**src/rtl/ram_sort_ctrl.sv**
```systemverilog
// In-place bubble-sort sequencer driving a single-port RAM with one-cycle read latency.
// Define SORT_DESC_EN for a descending sort; the default build sorts ascending.
module ram_sort_ctrl #(
    parameter int unsigned ADDR_W = 2,
    parameter int unsigned DATA_W = 8
) (
    input  logic                  clk,
    input  logic                  rst,
    input  logic                  start,
    output logic                  busy,
    output logic                  done,
    output logic [2*ADDR_W-1:0]   swap_count,
    output logic                  ram_we,
    output logic [ADDR_W-1:0]     ram_addr,
    output logic [DATA_W-1:0]     ram_din,
    input  logic [DATA_W-1:0]     ram_dout
);

    localparam logic [2:0] IDLE = 3'd0;
    localparam logic [2:0] RD_A = 3'd1;
    localparam logic [2:0] RD_B = 3'd2;
    localparam logic [2:0] CMP  = 3'd3;
    localparam logic [2:0] WR_A = 3'd4;
    localparam logic [2:0] WR_B = 3'd5;
    localparam logic [2:0] ADV  = 3'd6;
    localparam logic [2:0] DONE = 3'd7;

    localparam int unsigned N          = 2 ** ADDR_W;
    localparam int unsigned CNT_W      = 2 * ADDR_W;
    localparam logic [ADDR_W-1:0] LAST_BOUND = ADDR_W'(N - 2);

    logic [2:0]        state;
    logic [ADDR_W-1:0] i;
    logic [ADDR_W-1:0] bound;
    logic [DATA_W-1:0] a;
    logic [DATA_W-1:0] b;
    logic              swapped;
    logic              do_swap;

    // In CMP, ram_dout already carries mem[i+1].
`ifdef SORT_DESC_EN
    assign do_swap = a < ram_dout;
`else
    assign do_swap = a > ram_dout;
`endif

    always_ff @(posedge clk) begin
        if (rst) begin
            state      <= IDLE;
            i          <= '0;
            bound      <= '0;
            a          <= '0;
            b          <= '0;
            swapped    <= 1'b0;
            swap_count <= '0;
        end else begin
            case (state)
                IDLE: begin
                    if (start) begin
                        i          <= '0;
                        bound      <= LAST_BOUND;
                        swapped    <= 1'b0;
                        swap_count <= '0;
                        state      <= RD_A;
                    end
                end
                RD_A: state <= RD_B;
                RD_B: begin
                    a     <= ram_dout;
                    state <= CMP;
                end
                CMP: begin
                    b     <= ram_dout;
                    state <= do_swap ? WR_A : ADV;
                end
                WR_A: state <= WR_B;
                WR_B: begin
                    swapped    <= 1'b1;
                    swap_count <= swap_count + CNT_W'(1);
                    state      <= ADV;
                end
                ADV: begin
                    if (i != bound) begin
                        i     <= i + ADDR_W'(1);
                        state <= RD_A;
                    end else if (bound == '0 || !swapped) begin
                        state <= DONE;
                    end else begin
                        bound   <= bound - ADDR_W'(1);
                        i       <= '0;
                        swapped <= 1'b0;
                        state   <= RD_A;
                    end
                end
                DONE:    state <= IDLE;
                default: state <= IDLE;
            endcase
        end
    end

    // RAM port is decoded from state and registers only, never from ram_dout.
    always_comb begin
        busy     = (state != IDLE) && (state != DONE);
        done     = (state == DONE);
        ram_we   = 1'b0;
        ram_addr = '0;
        ram_din  = '0;
        case (state)
            RD_A: ram_addr = i;
            RD_B: ram_addr = i + ADDR_W'(1);
            WR_A: begin
                ram_we   = 1'b1;
                ram_addr = i;
                ram_din  = b;
            end
            WR_B: begin
                ram_we   = 1'b1;
                ram_addr = i + ADDR_W'(1);
                ram_din  = a;
            end
            default: ;
        endcase
    end

endmodule

```
**config.mk**
```make
export PLATFORM = sky130hd
export DESIGN_NAME = ram_sort_ctrl
export DESIGN_NICKNAME = d
export VERILOG_FILES = /design/src/rtl/ram_sort_ctrl.sv
export SDC_FILE = /design/constraint.sdc
export NUM_CORES = 1
export LEC_CHECK = 0
export BUFFER_PORTS_ARGS = -buffer_cell sky130_fd_sc_hd__buf_2
export CELL_PAD_IN_SITES_DETAIL_PLACEMENT = 1
export CELL_PAD_IN_SITES_GLOBAL_PLACEMENT = 1
export CORE_MARGIN = 5
export CORE_UTILIZATION = 37
export CTS_CLUSTER_SIZE = 10
export DETAILED_ROUTE_END_ITERATION = 6
export PLACE_DENSITY = 0.8
export SLEW_MARGIN = 0
export SYNTH_ARGS = -nofsm -noshare
export SYNTH_HDL_FRONTEND = slang
export SYNTH_SLANG_ARGS = --single-unit
```
**constraint.sdc**
```tcl
create_clock -name clk -period 2.1 [get_ports clk]
set_input_delay 0.42 -clock clk [delete_from_list [all_inputs] [get_ports clk]]
set_output_delay 0.42 -clock clk [all_outputs]
set_load 0.1 [all_outputs]
```
# After elaboration in Yosys (flattened, before gate mapping)
# Cells that the tools add are included.
# totals
out_inout_bits,17
in_bits,11
ff_bits,28
# classes
addsub,3
eq_ne,13
reduce_logical,16
order_cmp,1
mux,22
# ops
cell,count
$pmux 3 s8,1
$pmux 8 s2,1
$mux 2,7
$eq 3x3->1 const B,4
$pmux 2 s2,3
$mux 3,3
$gt 8x8->1,1
$pmux 4 s2,1
$reduce_and 4->1,2
$eq 3x2->1 const B,2
$ne 2x2->1 const B,3
$ne 3x3->1 const B,2
$reduce_bool 3->1,2
$reduce_or 2->1,3
$add 4x1->4 const B,1
$mux 1,4
$mux 4,1
$reduce_bool 2->1,2
$eq 3x1->1 const B,1
$logic_not 3->1,1
$pmux 1 s3,1
$reduce_and 3->1,1
$add 2x1->2 const B,1
$logic_not 2->1,1
6 further kinds,6

# Logic depth before layout (Yosys ltp)
# Gate-level depths: netlist (run 1).
# depth
word_depth,5
ltp_mapped,7
depth_no_buf,7

# Worst setup path before layout (run 1)
# Ideal clock, no wire load.
# synth_timing
path_type,reg-to-output
start,register state[2]
end,output busy
arrival_time_ns,2.889
path_stages_with_launch,5
slack_ns,-1.209
path_buffers,1
cell_sequence,dfxtp_1 buf_2 nand2_1 nor2_1 nor2_1
# synth_between
elab_chain_cells,2
word_cells_on_any_way,3
# synth_lines
item,line,rtl
from (decl),32,logic [2:0] state;
from (signal assigned),74,state <= do_swap ? WR_A : ADV;
$ne 3x3->1 or $reduce_bool 3->1 (tied branches),103,busy = (state != IDLE) && (state != DONE);
$logic_and 1x1->1 (*),103,
to (decl),10,"output logic busy,"
# Mark *: on every way between the ends. The rest lies on a longest branch, timed or not.

# Worst setup path in the final report (run 1)
# layout_timing
start,register state[1]
end,output ram_addr[1]
# layout_between
elab_chain_cells,3
word_cells_on_any_way,7
# layout_lines
item,line,rtl
$eq 3x3->1 (tied with other cells),108,case (state)
$reduce_or 2->1 (no source line),n/a,
$pmux 2 s2 (*),108,
to (decl),14,"output logic [ADDR_W-1:0] ram_addr,"
# Marks and branches as above.

==> results of run 1 <==
-- final timing paths --
kind,startpoint,cells past startpoint,slack [ns],to
setup / recovery,state[1]$_SDFFE_PP0N_,6,0.1,ram_addr[1]
hold / removal,ram_dout[1],3,0.38,b[1]$_SDFFE_PP0P_
setup reg to reg,i[0]$_SDFFE_PP0P_,5,0.42,bound[0]$_SDFFE_PP0P_
hold reg to reg,b[0]$_SDFFE_PP0P_,2,0.46,b[0]$_SDFFE_PP0P_
-- sequential cells by signal (all words and copies together), names as in the netlist --
name,flops
a,8
b,8
swap_count,4
state,3
bound,2
i,2
swapped,1
-- through the flow --
| stage | setup slack, ns | instances |
|---|---|---|
| 2_1_floorplan | -0.118 | 206 |
| 3_3_place_gp | 0.407 | 284 |
| 3_5_place_dp | 0.316 | 284 |
| 4_1_cts | -0.000599 | 288 |
| 5_1_grt | 0.0192 | 288 |
| 6_report | 0.0951 | 288 |
-- timing repair --
item,in CTS,in global routing
resized for setup,0,7
cloned,0,0
endpoints found under the setup margin,1,9
-- cell families (layout without fill, tap and decap cells) --
family / after synthesis / after routing / share of synthesized area (%)
AND/OR/NAND/NOR: 84 / 84 / 24.4
AO/OA/AOI/OAI: 36 / 36 / 12.5
flip-flops: 28 / 28 / 34.2
buffers and inverters: 27 / 57 / 7.63
multiplexers: 17 / 17 / 10.4
adder cells (fa/ha/maj): 10 / 10 / 7.63
XOR/XNOR: 4 / 4 / 3.28
-- area by class of cell --
type                    instances  area, um2  area share (%)
repair buffers                 37        409            18.6
multi-input cells             151       1020            46.7
well taps                      52       65.1            2.96
inverters                      16       60.1            2.74
flip-flops and latches         28        564            25.7
clock buffers                   3       41.3            1.88
clock inverters                 1       30.0            1.37
-- per-layer routing --
metal | global-route usage, % | share of wire, % | vias up
met1 | 17.5 | 44 | 715
met2 | 27.7 | 52 | 20
met4 | 3.67 | 1.3 | 0
li1 | - | - | 750
met5 | 0 | 0 | -
met3 | 2.96 | 2.8 | 6
-- critical path, delay by kind of cell (launching register included) --
kind	cells	cell delay [ns]
and+or+nand+nor	3	0.50
DFF	1	0.37
buffers and inverters	2	0.33
AOI/OAI and AO/OA	1	0.10
-- cells in the final DEF, fill, tap and decap left out, drive strengths merged, types with 2 or more instances in the layout --
| cell type | synthesis | final |
|---|---|---|
| o21ai | 5 | 5 |
| inv | 16 | 16 |
| buf | 7 | 37 |
| nand3 | 5 | 5 |
| o22ai | 2 | 2 |
| nand2 | 26 | 26 |
| a211oi | 2 | 2 |
| nor3 | 9 | 9 |
| ha | 10 | 10 |
| xor2 | 2 | 2 |
| clkbuf | 4 | 3 |
| a21oi | 20 | 20 |
| xnor2 | 2 | 2 |
| nor2b | 3 | 3 |
| dfxtp | 28 | 28 |
| nor2 | 33 | 33 |
| mux2i | 17 | 17 |
| o31ai | 2 | 2 |
| nand2b | 3 | 3 |
-- power by group --
part / switching, uW / internal, uW / leakage, uW / total, uW
combinational: 676 / 434 / 0.000610 / 1110
sequential: 92.5 / 617 / 0.000229 / 709
clock: 186 / 256 / 0.0000357 / 442
total: 954 / 1310 / 0.000875 / 2260
==> metrics.cfg, run 1 <==
[floorplanning]
die_x_um = 76.6
dieHeight_um = 76.6
num_rows = 24
die_area_um2 = 5870
core-area_um2 = 4320
floorplan.initialDensity_pct = 37.9
ports = 28

[routing]
detail_route.vias_per_cell = 5.18
vias = 1491
route.final.wire_length_mm = 4.31
count_of_antenna_violating_nets_left_after_detailed_routing = 0
remaining_drc_errors = 0
detailed_router_iteration_count_before_antenna_repair = 4
routed_length_per_placed_instance_um = 15.0
drt_iter0_drc = 29

[sta]
pins_over_slew_limit = 0
max_freq_mhz = 499
max-slew-margin-rel_pct = 68.0
worst-slew-pin-transition_ns = 0.479
period_share_pct = 95.5
hold_violations = 0
hold-worst-slack_ns = 0.381
final_period_minus_worst_setup_slack_ns = 2.00
setup_tns_ns = 0
grt_setup_unrepaired = false
worst_clock_skew_ns = 0.0102
finalSetupViolCount = 0

[critical_path]
timing.critical_path.cells = buf_4 > nand2b_2 > nor2_1 > o21ai_1 > nand2_2 > buf_12
crit_type = reg2out
startpoint_type = flop
cpPeakStageDelay_ns = 0.37
worstPathMaxFanout = 7
worst_path_arrival_time_ns = 1.58
timing.critical_path.required_ns = 1.68
cpMaxStageDelayCell = sky130_fd_sc_hd__dfxtp_2
timing.critical_path.to_type = output pin

[clocking]
cts_htree_levels = 1
tritoncts_num_sinks = 28
cts_buffers = 3
clock_tree.buffer_depth = 2
worst_skew_pair.late_latency_ns = 0.29
clkTransAtPathRegs_ns = 0.11
cts.repair_timing.setup_buffer_count = 0
cts_tree = yes
clockRootBuffer = sky130_fd_sc_hd__clkbuf_8
cts_hold_repair.buffers = 0

[cells_and_area]
layout-area-overhead-vs-synth_pct = 33.8
num_antenna_cells = 0
post-route-util_pct = 50.8
fillers = 528
post_route_cells_drive_above_1_share_pct = 29.2
final_nets = 258
final_cell_area_um2 = 2190

[synth]
ys_seq_area_share_pct = 34.2
synth_area_leader_cell = sky130_fd_sc_hd__dfxtp_1
synth.top_cells.by_area = sky130_fd_sc_hd__dfxtp_1, sky130_fd_sc_hd__mux2i_1, sky130_fd_sc_hd__ha_1, sky130_fd_sc_hd__nor2_1, sky130_fd_sc_hd__a21oi_1
ys_types = 37
most_frequent_cell_after_synthesis = sky130_fd_sc_hd__nor2_1
postSynth.topFlopCell = sky130_fd_sc_hd__dfxtp_1
yosys_register_bits = 28
synth_enable_flop_cells = 0
syn_nets = 227
syn-instance-count = 206
synth.top_cells.by_count = sky130_fd_sc_hd__nor2_1, sky130_fd_sc_hd__dfxtp_1, sky130_fd_sc_hd__nand2_1
synthArstFlopShare_pct = 0
yosys_warnings = 0
syn-mean-instance-area_um2 = 7.96
synthDominantCellAreaShare_pct = 34.2
post_synthesis_instance_area_um2 = 1640

[hold_path]
worst_hold_path_type = in2reg

[power]
static_leakage_power_uw = 0.000875
power.ir.vdd_worst_mv = 0.569
power_density_nw_per_um2 = 1030
report.power.total_uw = 2260

[global_routing]
grt_pass1_wl_mm = 7.48
grt_antenna_before_repair = 0
largest_net_degree_at_the_start_of_global_routing = 17
global_route.usage.total_pct = 15.0
grt_pass1_vias = 1630
grt_overflow_total = 0

[placement]
gpl.final_weighted_congestion = 0.811
io_buffers = 27
dpl-instance-area_um2 = 2100
detailedPlacementHpwl_mm = 3.32

[run]
maxCapViolCount = 0

[outcome]
outcome = complete, no violations

(Power assumes the default switching activity.)
==> run 2, diff against run 1 <==
Settings changed: ABC_AREA from default to 1, PLACE_DENSITY 0.8 to 0.83.
==> metrics.cfg, run 2 <==
[synth]
syn_nets = 240
ys_seq_area_share_pct = 37.3
synth.top_cells.by_count = sky130_fd_sc_hd__nand2_1, sky130_fd_sc_hd__inv_1, sky130_fd_sc_hd__dfxtp_1
synth.top_cells.by_area = sky130_fd_sc_hd__dfxtp_1, sky130_fd_sc_hd__nand2_1, sky130_fd_sc_hd__a21oi_1, sky130_fd_sc_hd__o21ai_0, sky130_fd_sc_hd__ha_1
yosys_register_bits = 28
synthArstFlopShare_pct = 0
most_frequent_cell_after_synthesis = sky130_fd_sc_hd__nand2_1
syn-instance-count = 219
synthDominantCellAreaShare_pct = 37.3
synth_enable_flop_cells = 0
synth_area_leader_cell = sky130_fd_sc_hd__dfxtp_1
post_synthesis_instance_area_um2 = 1500
postSynth.topFlopCell = sky130_fd_sc_hd__dfxtp_1
yosys_warnings = 0
ys_types = 24
syn-mean-instance-area_um2 = 6.86

[clocking]
cts_buffers = 3
cts_hold_repair.buffers = 0
cts_tree = yes
worst_skew_pair.late_latency_ns = 0.28
cts_htree_levels = 1
clockRootBuffer = sky130_fd_sc_hd__clkbuf_8
clkTransAtPathRegs_ns = 0.10
tritoncts_num_sinks = 28
clock_tree.buffer_depth = 2

[critical_path]
startpoint_type = flop
worst_path_arrival_time_ns = 1.60
critical-path-top-delay-family = buffers and inverters
worstPathMaxFanout = 13
timing.critical_path.cells = inv_1 > nand2_1 > nor2_4 > inv_4 > nand2_1 > inv_1 > o21ai_2 > buf_12
timing.critical_path.required_ns = 1.68
cpPeakStageDelay_ns = 0.37
cpMaxStageDelayCell = sky130_fd_sc_hd__dfxtp_1
crit_type = reg2out
timing.critical_path.to_type = output pin
critPathBufInv = 4

[power]
power.ir.vdd_worst_mv = 0.229
power_density_nw_per_um2 = 628
static_leakage_power_uw = 0.000907

[global_routing]
met1_routing_resource_usage_after_global_routing_pct = 19.4
grt_antenna_before_repair = 0
largest_net_degree_at_the_start_of_global_routing = 21
grt_pass1_wl_mm = 6.58
grt_overflow_total = 0
global_route.usage.total_pct = 15.3
grt_busiest_layer = met2
grt_use_met3_pct = 2.33
grt_pass1_vias = 1542
groute.layer.met2.usage_pct = 25.9

[cells_and_area]
post_route_cells_drive_above_1_share_pct = 21.9
fillers = 507
leading_registers_by_flop_count = a x8, b x8, swap_count x4
final_cell_area_um2 = 1970
final_cell_mix = sky130_fd_sc_hd__nand2_1, sky130_fd_sc_hd__inv_1, sky130_fd_sc_hd__dfxtp_1
layout-area-overhead-vs-synth_pct = 31.1
mostFrequentLayoutCell = sky130_fd_sc_hd__nand2_1
num_antenna_cells = 0
final_nets = 270

[routing]
route.final.wire_length_mm = 3.92
detailed_router_iteration_count_before_antenna_repair = 4
drt_iter0_drc = 34
routed_length_per_placed_instance_um = 13.2
remaining_drc_errors = 0
count_of_antenna_violating_nets_left_after_detailed_routing = 0
detail_route.vias_per_cell = 5.00
vias = 1484

[floorplanning]
ports = 28
num_rows = 23
die_area_um2 = 5430
core-area_um2 = 3970
floorplan.initialDensity_pct = 37.8
die_x_um = 73.7
dieHeight_um = 73.7

[sta]
period_share_pct = 96.0
final_period_minus_worst_setup_slack_ns = 2.02
worst_clock_skew_ns = 0.00682
finalSetupViolCount = 0
hold_violations = 0
max_freq_mhz = 496
max-slew-margin-rel_pct = 57.5
pins_over_slew_limit = 0
hold-worst-slack_ns = 0.403
worst-slew-pin-transition_ns = 0.637
grt_setup_unrepaired = false

[outcome]
outcome = complete, no violations

[placement]
detailedPlacementHpwl_mm = 2.96
dpl-instance-area_um2 = 1910
gpl.final_weighted_congestion = 0.752
io_buffers = 27

[hold_path]
worst_hold_path_type = in2reg

[run]
maxCapViolCount = 0

==> run 2: path summary, 6_finish.rpt <==
path                                             from                    to  slack [ns]  cells past startpoint
worst min register to register   swapped$_SDFFE_PP0P_  swapped$_SDFFE_PP0P_        0.47                      2
worst max register to register  state[1]$_SDFFE_PP0N_     b[4]$_SDFFE_PP0P_        0.53                      4
worst min-delay path                      ram_dout[5]     b[5]$_SDFFE_PP0P_        0.40                      3
worst max-delay path            state[1]$_SDFFE_PP0N_           ram_addr[1]        0.08                      8
==> run 2: cell families after synthesis <==
| kind of cell | after synthesis | synth area share, % |
|---|---|---|
| and+or+nand+nor | 75 | 21.5 |
| AOI/OAI and AO/OA | 60 | 20.4 |
| buffers and inverters | 44 | 11.2 |
| DFF | 28 | 37.3 |
| adders and majority gates | 10 | 8.33 |
| xor gates and xnor gates | 2 | 1.17 |
==> run 2: worst register-to-register path: stages, from the launching register on <==
cell and delay, ns:
sky130_fd_sc_hd__dfxtp_1 0.42, sky130_fd_sc_hd__nand2_1 0.17, sky130_fd_sc_hd__nor2_2 0.53, sky130_fd_sc_hd__o21ai_0 0.20, sky130_fd_sc_hd__a21oi_1 0.18
==> run 2: repair_timing <==
action	CTS	global route
endpoints found under the setup margin	1	2
gates cloned	0	0
buffers inserted	0	1
resized for setup	1	1
pin swaps	0	1
==> run 2: power breakdown <==
| part | switching (uW) | internal (uW) |
|---|---|---|
| sequential | 24.2 | 568 |
| clock | 179 | 129 |
| combinational | 231 | 105 |
| total | 434 | 802 |
==> run 2: layout make-up <==
type,instances,area [um2],share of cell area [%]
tap,50,62.6,3.18
timing repair buffer,32,338,17.2
inverter,37,141,7.18
clock buffer,3,41.3,2.10
sequential,28,561,28.5
multi-input combinational,147,825,41.9
==> run 2: metal layers <==
metal  part of all wire (%)  routed length [um]  vias to the layer above
li1                       -                   -                      764
met1                     47                1830                      689
met2                     49                1910                       27
met3                    3.1                 120                        4
met4                    1.4                  56                        0
met5                      0                   0                        -
==> run 2: through the flow <==
stage / util (%) / total power (uW) / std cells / setup TNS [ns] / setup slack (ns)
2_1_floorplan: - / 840 / 219 / -0.823 / -0.168
3_3_place_gp: 48.1 / 928 / 293 / 0 / 0.365
3_5_place_dp: 48.1 / 939 / 293 / 0 / 0.314
4_1_cts: 49.2 / 1240 / 296 / 0 / 0.0249
5_1_grt: 49.6 / 1300 / 297 / 0 / 0.000115
6_report: 49.6 / 1240 / 297 / 0 / 0.0846
==> run 3, diff against run 2 <==
Settings changed: PLACE_DENSITY 0.83 to 0.75.
==> metrics.cfg, run 3 (synthesis results as in run 2) <==
[outcome]
outcome = complete, no violations

[power]
static_leakage_power_uw = 0.000917
report.power.total_uw = 1280
power_density_nw_per_um2 = 639
power.ir.vdd_worst_mv = 0.252

[sta]
worst_clock_skew_ns = 0.00368
worst-slew-pin-transition_ns = 0.673
pins_over_slew_limit = 0
hold_violations = 0
finalSetupViolCount = 0
max_freq_mhz = 518
grt_setup_unrepaired = false
final_period_minus_worst_setup_slack_ns = 1.93
max-slew-margin-rel_pct = 55.1
period_share_pct = 92.0

[run]
maxCapViolCount = 0

[global_routing]
grt_pass1_vias = 1493
grt_overflow_total = 0
grt_antenna_before_repair = 0
global_route.usage.total_pct = 15.4
grt_pass1_wl_mm = 6.52
largest_net_degree_at_the_start_of_global_routing = 22

[placement]
gpl.final_weighted_congestion = 0.745
io_buffers = 27
detailedPlacementHpwl_mm = 2.98

[cells_and_area]
num_antenna_cells = 0
final_cell_mix = sky130_fd_sc_hd__nand2_1, sky130_fd_sc_hd__inv_1, sky130_fd_sc_hd__a21oi_1, sky130_fd_sc_hd__dfxtp_1, sky130_fd_sc_hd__o21ai_0
mostFrequentLayoutCell = sky130_fd_sc_hd__nand2_1
leading_registers_by_flop_count = a x8, b x8, swap_count x4
layout-area-overhead-vs-synth_pct = 33.5
post-route-util_pct = 50.5
final_nets = 270
post_route_cells_drive_above_1_share_pct = 23.0

[routing]
detailed_router_iteration_count_before_antenna_repair = 2
detail_route.vias_per_cell = 4.91
drt_iter0_drc = 61
route.final.wire_length_mm = 3.89
remaining_drc_errors = 0
count_of_antenna_violating_nets_left_after_detailed_routing = 0
vias = 1464
routed_length_per_placed_instance_um = 13.1

[clocking]
clkTransAtPathRegs_ns = 0.10
worst_skew_pair.late_latency_ns = 0.28
cts_buffers = 3
cts_htree_levels = 1
cts_tree = yes
tritoncts_num_sinks = 28
clockRootBuffer = sky130_fd_sc_hd__clkbuf_8
clock_tree.buffer_depth = 2

[floorplanning]
floorplan.initialDensity_pct = 37.8
ports = 28
die_x_um = 73.7
num_rows = 23
die_area_um2 = 5430
core-area_um2 = 3970
dieHeight_um = 73.7

[critical_path]
worstPathMaxFanout = 7
startpoint_type = flop
worst_path_arrival_time_ns = 1.51
timing.critical_path.to_type = output pin
crit_type = reg2out
timing.critical_path.required_ns = 1.68

[hold_path]
worst_hold_path_type = in2reg

run 3: cell count changes in the layout (fill, tap and decap cells not counted), sizes merged:
cell	delta
clkbuf	+1
run 3: routing by layer:
layer / GRT usage, % / routed length [um] / vias to the layer above
met3: 2.19 / 115 / 4
met2: 26.8 / 1870 / 16
met1: 19.4 / 1880 / 674
met5: 0 / 0 / -
li1: - / - / 770
met4: 4.83 / 29 / 0
run 3: area by class of cell:
| class | instances | area [um2] |
|---|---|---|
| Fill cell | 496 | 1970 |
| Multi-Input combinational cell | 147 | 842 |
| Sequential cell | 28 | 562 |
| Timing Repair Buffer | 32 | 342 |
| Inverter | 37 | 141 |
| Tap cell | 50 | 62.6 |
| Clock buffer | 4 | 55.1 |
run 3: per-stage QoR:
stage / TNS (ns) / hold WS [ns] / area (um2) / std cells / setup WS, ns
6_report: 0 / 0.400 / 2000 / 298 / 0.168
3_3_place_gp: 0 / 0.477 / 1910 / 293 / 0.370
3_5_place_dp: 0 / 0.464 / 1910 / 293 / 0.316
4_1_cts: 0 / 0.393 / 1970 / 298 / 0.0141
2_1_floorplan: -0.823 / 0.441 / 1550 / 219 / -0.168
5_1_grt: 0 / 0.405 / 2000 / 298 / 0.0450
run 3: final timing paths:
check | from | end | slack [ns] | cells past startpoint
worst min register to register | swapped$_SDFFE_PP0P_ | swapped$_SDFFE_PP0P_ | 0.48 | 2
worst min-delay path | ram_dout[5] | b[5]$_SDFFE_PP0P_ | 0.40 | 3
worst max-delay path | state[1]$_SDFFE_PP0N_ | ram_din[7] | 0.17 | 7
worst max register to register | state[0]$_SDFFE_PP0N_ | b[2]$_SDFFE_PP0P_ | 0.62 | 4
run 3: power by group:
| part | total (uW) | switching, uW | internal (uW) |
|---|---|---|---|
| logic | 340 | 235 | 106 |
| clock network | 349 | 181 | 168 |
| registers | 592 | 22.8 | 569 |
run 3: timing repair:
action,in CTS,in global routing
cloned,0,0
gates resized for setup,0,8
pin swaps,1,1
buffers inserted,1,0
setup endpoints to repair,1,6
hold buffers,0,0
run 3: critical path: stages, from the launching register on:
cell	delay (ns)
sky130_fd_sc_hd__dfxtp_2	0.36
sky130_fd_sc_hd__inv_1	0.08
sky130_fd_sc_hd__nand2_2	0.09
sky130_fd_sc_hd__nor2_4	0.12
sky130_fd_sc_hd__inv_4	0.08
sky130_fd_sc_hd__buf_6	0.15
sky130_fd_sc_hd__o21ai_2	0.16
sky130_fd_sc_hd__buf_12	0.19
